--- src/rtl/mem_access_unit_if.sv ---
`default_nettype none
`timescale 1ns/1ps
// =============================================================================
// mem_access_unit_if : valid/ready data-memory bus between the memory stage
//                      and the data memory.
// Revision 1.0
// =============================================================================
interface mem_access_unit_if;
   logic        mem_req_valid;
   logic        mem_req_ready;
   logic [31:0] mem_req_addr;
   logic        mem_req_we;
   logic [3:0]  mem_req_wstrb;
   logic [31:0] mem_req_wdata;
   logic        mem_rsp_valid;
   logic [31:0] mem_rsp_rdata;

   modport master (
      output mem_req_valid, mem_req_addr, mem_req_we, mem_req_wstrb, mem_req_wdata,
      input  mem_req_ready, mem_rsp_valid, mem_rsp_rdata
   );

   modport slave (
      input  mem_req_valid, mem_req_addr, mem_req_we, mem_req_wstrb, mem_req_wdata,
      output mem_req_ready, mem_rsp_valid, mem_rsp_rdata
   );
endinterface
`default_nettype wire

--- src/rtl/mem_access_unit.sv ---
`default_nettype none
`timescale 1ns/1ps
// =============================================================================
// mem_access_unit : memory-stage load/store unit, stalls the pipeline until a
//                   single valid/ready bus access completes.
// Revision 1.0
// =============================================================================
module mem_access_unit (
   input  wire                clk,
   input  wire                reset,
   input  wire                in_valid_i,
   input  wire                in_load_i,
   input  wire                in_store_i,
   input  wire  [2:0]         in_funct3_i,
   input  wire  [31:0]        in_addr_i,
   input  wire  [31:0]        in_wdata_i,
   mem_access_unit_if.master  bus,
   output logic               stall_o,
   output logic               out_valid_o,
   output logic [31:0]        out_rdata_o,
   output logic               out_misaligned_o
);

   typedef enum logic [1:0] {
      S_IDLE = 2'd0,
      S_REQ  = 2'd1,
      S_RESP = 2'd2,
      S_DONE = 2'd3
   } state_t;

   state_t      state_q;
   logic        req_valid_q;
   logic [31:0] req_addr_q;
   logic        req_we_q;
   logic [3:0]  req_wstrb_q;
   logic [31:0] req_wdata_q;
   logic [1:0]  offset_q;
   logic [2:0]  funct3_q;
   logic [31:0] rdata_q;

   logic        mem_op;
   logic        legal;
   logic        misaligned;
   logic        accept;
   logic [3:0]  wstrb_d;
   logic [31:0] wdata_d;
   logic [31:0] rsp_shifted;
   logic [31:0] rdata_d;

   assign mem_op = in_load_i | in_store_i;

   always_comb begin
      legal = 1'b0;
      if (in_store_i) begin
         legal = (in_funct3_i == 3'b000) || (in_funct3_i == 3'b001) || (in_funct3_i == 3'b010);
      end else begin
         legal = (in_funct3_i == 3'b000) || (in_funct3_i == 3'b001) || (in_funct3_i == 3'b010) ||
                 (in_funct3_i == 3'b100) || (in_funct3_i == 3'b101);
      end
   end

   assign misaligned = !legal ||
                       ((in_funct3_i[1:0] == 2'b01) && in_addr_i[0]) ||
                       ((in_funct3_i[1:0] == 2'b10) && (in_addr_i[1:0] != 2'b00));

   assign accept = (state_q == S_IDLE) && in_valid_i && mem_op && !misaligned;

   // Store data is replicated across lanes so the strobe alone selects the bytes.
   always_comb begin
      wstrb_d = 4'b0000;
      wdata_d = in_wdata_i;
      if (in_store_i) begin
         case (in_funct3_i[1:0])
            2'b00: begin
               wstrb_d = 4'b0001 << in_addr_i[1:0];
               wdata_d = {4{in_wdata_i[7:0]}};
            end
            2'b01: begin
               wstrb_d = 4'b0011 << in_addr_i[1:0];
               wdata_d = {2{in_wdata_i[15:0]}};
            end
            default: begin
               wstrb_d = 4'b1111;
               wdata_d = in_wdata_i;
            end
         endcase
      end
   end

   assign rsp_shifted = bus.mem_rsp_rdata >> {offset_q, 3'b000};

   always_comb begin
      rdata_d = rsp_shifted;
      case (funct3_q)
         3'b000:  rdata_d = {{24{rsp_shifted[7]}}, rsp_shifted[7:0]};
         3'b001:  rdata_d = {{16{rsp_shifted[15]}}, rsp_shifted[15:0]};
         3'b100:  rdata_d = {24'd0, rsp_shifted[7:0]};
         3'b101:  rdata_d = {16'd0, rsp_shifted[15:0]};
         default: rdata_d = rsp_shifted;
      endcase
   end

   always_ff @(posedge clk or negedge reset) begin
      if (!reset) begin
         state_q     <= S_IDLE;
         req_valid_q <= 1'b0;
         req_addr_q  <= 32'd0;
         req_we_q    <= 1'b0;
         req_wstrb_q <= 4'd0;
         req_wdata_q <= 32'd0;
         offset_q    <= 2'd0;
         funct3_q    <= 3'd0;
         rdata_q     <= 32'd0;
      end else begin
         case (state_q)
            S_IDLE: begin
               if (accept) begin
                  req_addr_q  <= {in_addr_i[31:2], 2'b00};
                  req_we_q    <= in_store_i;
                  req_wstrb_q <= wstrb_d;
                  req_wdata_q <= wdata_d;
                  offset_q    <= in_addr_i[1:0];
                  funct3_q    <= in_funct3_i;
                  rdata_q     <= 32'd0;
                  req_valid_q <= 1'b1;
                  state_q     <= S_REQ;
               end
            end
            S_REQ: begin
               if (bus.mem_req_ready) begin
                  req_valid_q <= 1'b0;
                  state_q     <= req_we_q ? S_DONE : S_RESP;
               end
            end
            S_RESP: begin
               if (bus.mem_rsp_valid) begin
                  rdata_q <= rdata_d;
                  state_q <= S_DONE;
               end
            end
            default: begin
               state_q <= S_IDLE;
            end
         endcase
      end
   end

   assign bus.mem_req_valid = req_valid_q;
   assign bus.mem_req_addr  = req_addr_q;
   assign bus.mem_req_we    = req_we_q;
   assign bus.mem_req_wstrb = req_wstrb_q;
   assign bus.mem_req_wdata = req_wdata_q;

   // Accepted memory ops report only from DONE, so the accept cycle shows no valid.
   assign stall_o          = (state_q == S_REQ) || (state_q == S_RESP) || accept;
   assign out_valid_o      = ((state_q == S_IDLE) && in_valid_i && !accept) || (state_q == S_DONE);
   assign out_misaligned_o = (state_q == S_IDLE) && in_valid_i && mem_op && misaligned;
   assign out_rdata_o      = (state_q == S_DONE) ? rdata_q : 32'd0;

endmodule
`default_nettype wire

--- src/flat_wrapper.sv ---
// flat-port wrapper written by rule: the top's interface ports become plain ports
module mem_access_unit_flat 
  (clk, reset, in_valid_i, in_load_i, in_store_i, in_funct3_i, in_addr_i, in_wdata_i, stall_o, out_valid_o, out_rdata_o, out_misaligned_o, bus_mem_req_valid, bus_mem_req_addr, bus_mem_req_we, bus_mem_req_wstrb, bus_mem_req_wdata, bus_mem_req_ready, bus_mem_rsp_valid, bus_mem_rsp_rdata);
  mem_access_unit_if bus_i ();
  input  wire clk;
  input  wire reset;
  input  wire in_valid_i;
  input  wire in_load_i;
  input  wire in_store_i;
  input  wire  [2:0] in_funct3_i;
  input  wire  [31:0] in_addr_i;
  input  wire  [31:0] in_wdata_i;
  output logic stall_o;
  output logic out_valid_o;
  output logic [31:0] out_rdata_o;
  output logic out_misaligned_o;
  output wire logic [$bits(bus_i.mem_req_valid)-1:0] bus_mem_req_valid;
  output wire logic [$bits(bus_i.mem_req_addr)-1:0] bus_mem_req_addr;
  output wire logic [$bits(bus_i.mem_req_we)-1:0] bus_mem_req_we;
  output wire logic [$bits(bus_i.mem_req_wstrb)-1:0] bus_mem_req_wstrb;
  output wire logic [$bits(bus_i.mem_req_wdata)-1:0] bus_mem_req_wdata;
  input wire logic [$bits(bus_i.mem_req_ready)-1:0] bus_mem_req_ready;
  input wire logic [$bits(bus_i.mem_rsp_valid)-1:0] bus_mem_rsp_valid;
  input wire logic [$bits(bus_i.mem_rsp_rdata)-1:0] bus_mem_rsp_rdata;
  assign bus_mem_req_valid = bus_i.mem_req_valid;
  assign bus_mem_req_addr = bus_i.mem_req_addr;
  assign bus_mem_req_we = bus_i.mem_req_we;
  assign bus_mem_req_wstrb = bus_i.mem_req_wstrb;
  assign bus_mem_req_wdata = bus_i.mem_req_wdata;
  assign bus_i.mem_req_ready = bus_mem_req_ready;
  assign bus_i.mem_rsp_valid = bus_mem_rsp_valid;
  assign bus_i.mem_rsp_rdata = bus_mem_rsp_rdata;
  mem_access_unit u_core (.clk(clk), .reset(reset), .in_valid_i(in_valid_i), .in_load_i(in_load_i), .in_store_i(in_store_i), .in_funct3_i(in_funct3_i), .in_addr_i(in_addr_i), .in_wdata_i(in_wdata_i), .bus(bus_i), .stall_o(stall_o), .out_valid_o(out_valid_o), .out_rdata_o(out_rdata_o), .out_misaligned_o(out_misaligned_o));
endmodule
--- config.mk ---
export PLATFORM = sky130hd
export DESIGN_NAME = mem_access_unit_flat
export DESIGN_NICKNAME = d
export VERILOG_FILES = /design/src/rtl/mem_access_unit_if.sv /design/src/rtl/mem_access_unit.sv /design/src/flat_wrapper.sv
export SDC_FILE = /design/constraint.sdc
export NUM_CORES = 1
export LEC_CHECK = 0
export BUFFER_PORTS_ARGS = -buffer_cell sky130_fd_sc_hd__buf_4
export CAP_MARGIN = 30
export CORE_MARGIN = 1
export CORE_UTILIZATION = 44
export CTS_CLUSTER_SIZE = 8
export DETAILED_ROUTE_END_ITERATION = 10
export PLACE_DENSITY = 0.86
export REMOVE_ABC_BUFFERS = 1
export SLEW_MARGIN = 20
export SYNTH_ARGS = -nofsm -noshare
export SYNTH_HDL_FRONTEND = slang
export SYNTH_SLANG_ARGS = --single-unit
--- constraint.sdc ---
create_clock -name clk -period 2.1 [get_ports clk]
set_input_delay 0.21 -clock clk [delete_from_list [all_inputs] [get_ports clk]]
set_output_delay 0.21 -clock clk [all_outputs]
set_load 0.005 [all_outputs]
==> results.py <==
metrics = {
    "clock_tree": {
        "path_clk_slew_ps": 80,
        "cts_made_buffers": 9,
        "cts_root_buf": "clkbuf_16",
        "cts.sinks": 107,
        "cts_tree": "yes",
        "clk_latency_ps": 360,
        "cts.path.max_buffers": 2,
        "cts_max_level": 3,
    },
    "timing": {
        "finalSetupTns_ps": 0,
        "slew_viol_final": 0,
        "max_freq_mhz": 489,
        "tightestPinTransition_ps": 600,
        "hold_slack_ps": 42.8,
        "fin_skew_ps": 11.8,
        "rsz0062_at_grt": "yes",
        "fin_crit_ps": 2050,
        "hold_viol_final": 0,
        "setup_ws_ps": 53.6,
        "slew_headroom": 0.600,
        "period_share": 0.974,
        "setup_viol": 0,
    },
    "synth": {
        "ys_warn_count": 0,
        "ys_async_sr_fraction": 1.00,
        "ys.flop_type": "dfrtp_1",
        "synth_enable_flop_cells": 0,
        "yosysUniqueCellTypes": 43,
        "synth_common_cells": "107 x dfrtp_1, 47 x mux2_2, 41 x nand2_1",
        "yosys.area.top_type_share": 0.498,
        "synth_cells": 481,
        "synth_seq_area_share": 0.498,
        "avgSynthCellArea_um2": 11.2,
        "yosysTopAreaCell": "dfrtp_1",
        "yosysMostFrequentCell": "dfrtp_1",
        "yosys-top-cells-area": "dfrtp_1 50%, mux2_2 9.8%, mux2i_1 7.1%",
        "synth-seq-cells": 107,
        "synth_area_mm2": 0.00538,
    },
    "setup_path": {
        "start_kind": "flop",
        "r2r_end": "u_core.rdata_q[20]",
        "cp_top_family": "compound AO/OA/AOI/OAI gates",
        "required_ps": 1890,
        "critPathKind": "flop to output port",
        "path_cells": "inv_2 > ha_2 > o211ai_1 > o21bai_4 > buf_8 > a31o_2 > buf_4",
        "reg2reg_from": "u_core.state_q[1]",
        "r2r_cells": 7,
        "crit_buf_inv": 3,
        "cpPeakStageDelay_ps": 420,
        "worstPathMaxFanout": 3,
        "critical_path_arrival_ps": 1840,
        "cp-end-kind": "output port",
        "worst-r2r-setup-slack_ps": 100,
        "crit_slowest_cell": "dfrtp_1",
    },
    "grt": {
        "grt_overflow": 0,
        "grt_usage": 0.232,
        "grt_start_max_net_pins": 95,
        "grt_antenna_before_repair": 0,
        "grt_pass1_wl_um": 23100,
        "grt_pass1_vias": 4660,
    },
    "power_and_ir_drop": {
        "vdd_drop_max_mv": 0.721,
        "power_switching_uw": 3540,
        "comb_power_share": 0.462,
        "power_density_mw_per_mm2": 1340,
        "power_frac_clock": 0.185,
        "seqPwrFrac": 0.352,
        "p_leak_uw": 0.00372,
        "switching_share": 0.351,
        "p_int_uw": 6540,
        "p_total_uw": 10100,
    },
    "place": {
        "dpl_worst_slack_ps": 131,
        "gp_congestion": 0.834,
        "dp_hpwl_um": 10500,
        "io_buffers": 208,
    },
    "finish": {
        "area_growth_pct": 40.2,
        "final_net_count": 799,
        "postLayoutCoreUtil": 0.630,
        "diodes": 0,
        "drive_gt1_frac": 0.447,
        "nFillCells": 915,
    },
    "detailed_routing": {
        "drt_iter0_drc": 285,
        "detail-route-antenna-nets": 0,
        "first_pass_iters": 4,
        "routedWlPerCell_um": 17.5,
        "drcViolationCount": 0,
        "vias": 4659,
        "via_per_inst": 5.55,
        "wl_um": 14700,
    },
    "hold_path": {
        "hold_start": "bus_mem_req_ready",
        "min_path_cells": 2,
        "min_path_type": "input port to flop",
        "hold_end": "u_core.bus.mem_req_valid",
    },
    "die": {
        "rows": 40,
        "die_x_um": 113,
        "core_area_mm2": 0.0120,
        "dieHeight_um": 113,
        "dieArea_mm2": 0.0127,
        "start_util": 0.450,
        "io-pin-count": 211,
    },
    "status": {
        "status": "completed",
    },
    "job": {
        "cap_violations": 0,
    },
}
## placed cells by master (no fill, tap or decap), types with 16 or more instances in the layout
master | netlist | routed
buf_4 | 3 | 228
dfrtp_1 | 107 | 107
mux2_2 | 47 | 47
nand2_1 | 41 | 41
mux2i_1 | 38 | 38
and2_1 | 32 | 32
o21ai_0 | 27 | 27
o2bb2ai_1 | 22 | 22
a22o_1 | 18 | 18
nor2_1 | 16 | 16
a21oi_1 | 16 | 16
## layout make-up
class | instances | area (um^2) | share of cell area
flip-flops and latches | 107 | 2680 | 0.355
multi-input cells | 333 | 2530 | 0.336
repair buffers | 233 | 1810 | 0.240
clock buffers | 9 | 225 | 0.0299
well taps | 147 | 184 | 0.0244
clock inverters | 7 | 98.8 | 0.0131
inverters | 4 | 15.0 | 0.00199
## sequential cells by signal (all words and copies together), names as in the netlist
signal / cells
u_core.offset_q: 2
u_core.funct3_q: 3
u_core.state_q: 2
u_core.bus.mem_req_valid: 1
u_core.rdata_q: 32
u_core.bus.mem_req_wstrb: 4
u_core.bus.mem_req_we: 1
u_core.bus.mem_req_wdata: 32
u_core.bus.mem_req_addr: 30
## routing by layer
layer  share of wire  global-route usage  routed length, um
met3           0.082              0.0718               1210
met4           0.026              0.0951                380
met5               0                   0                  0
met2            0.49               0.386               7220
met1            0.40               0.281               5880
## how the worst max path moves through the flow
stage,endpoint,cells after the start,startpoint,slack [ps]
floorplan,u_core.rdata_q[0],4,in_funct3_i[0],-3920
CTS,out_valid_o,7,u_core.state_q[1],2
global placement,u_core.rdata_q[7],6,u_core.state_q[0],220
global route,out_valid_o,7,u_core.state_q[1],-30
detailed placement,u_core.bus.mem_req_addr[19],6,u_core.state_q[0],130
finish,out_valid_o,7,u_core.state_q[1],50
## cells by family (layout without fill, tap and decap cells)
family          after synthesis  in the layout  share of synthesized area
flops                       107            107                      0.498
other cells                   1              2                   0.000697
simple gates                113            113                      0.105
buf+inv                      43            253                     0.0396
mux                          87             87                      0.175
compound gates              125            126                      0.170
fa+ha+maj                     5              5                     0.0116
## per-stage QoR
stage                     instances  instance area [um^2]
after floorplan                 443                  5180
after global placement          813                  7080
after detailed placement        813                  7080
after CTS                       833                  7440
after global routing            840                  7540
final                           840                  7540
## power by group through the flow
stage | Combinational [uW] | Clock (uW) | Sequential, uW
after detailed placement | 4470 | 0 | 3560
after floorplan | 2200 | 0 | 3650
after global routing | 5060 | 1980 | 3660
after global placement | 4320 | 0 | 3500
final | 4660 | 1870 | 3550
after CTS | 4530 | 1890 | 3540
## timing repair
item / 4_1_cts / 5_1_grt
endpoints found under the setup margin: 34 / 58
buffers inserted: 3 / 5
hold endpoints to repair: 42 / 0
hold buffers: 1 / 0
pin swaps: 0 / 1
gates cloned: 0 / 2
resized for setup: 3 / 6
(Power assumes the default switching activity.)
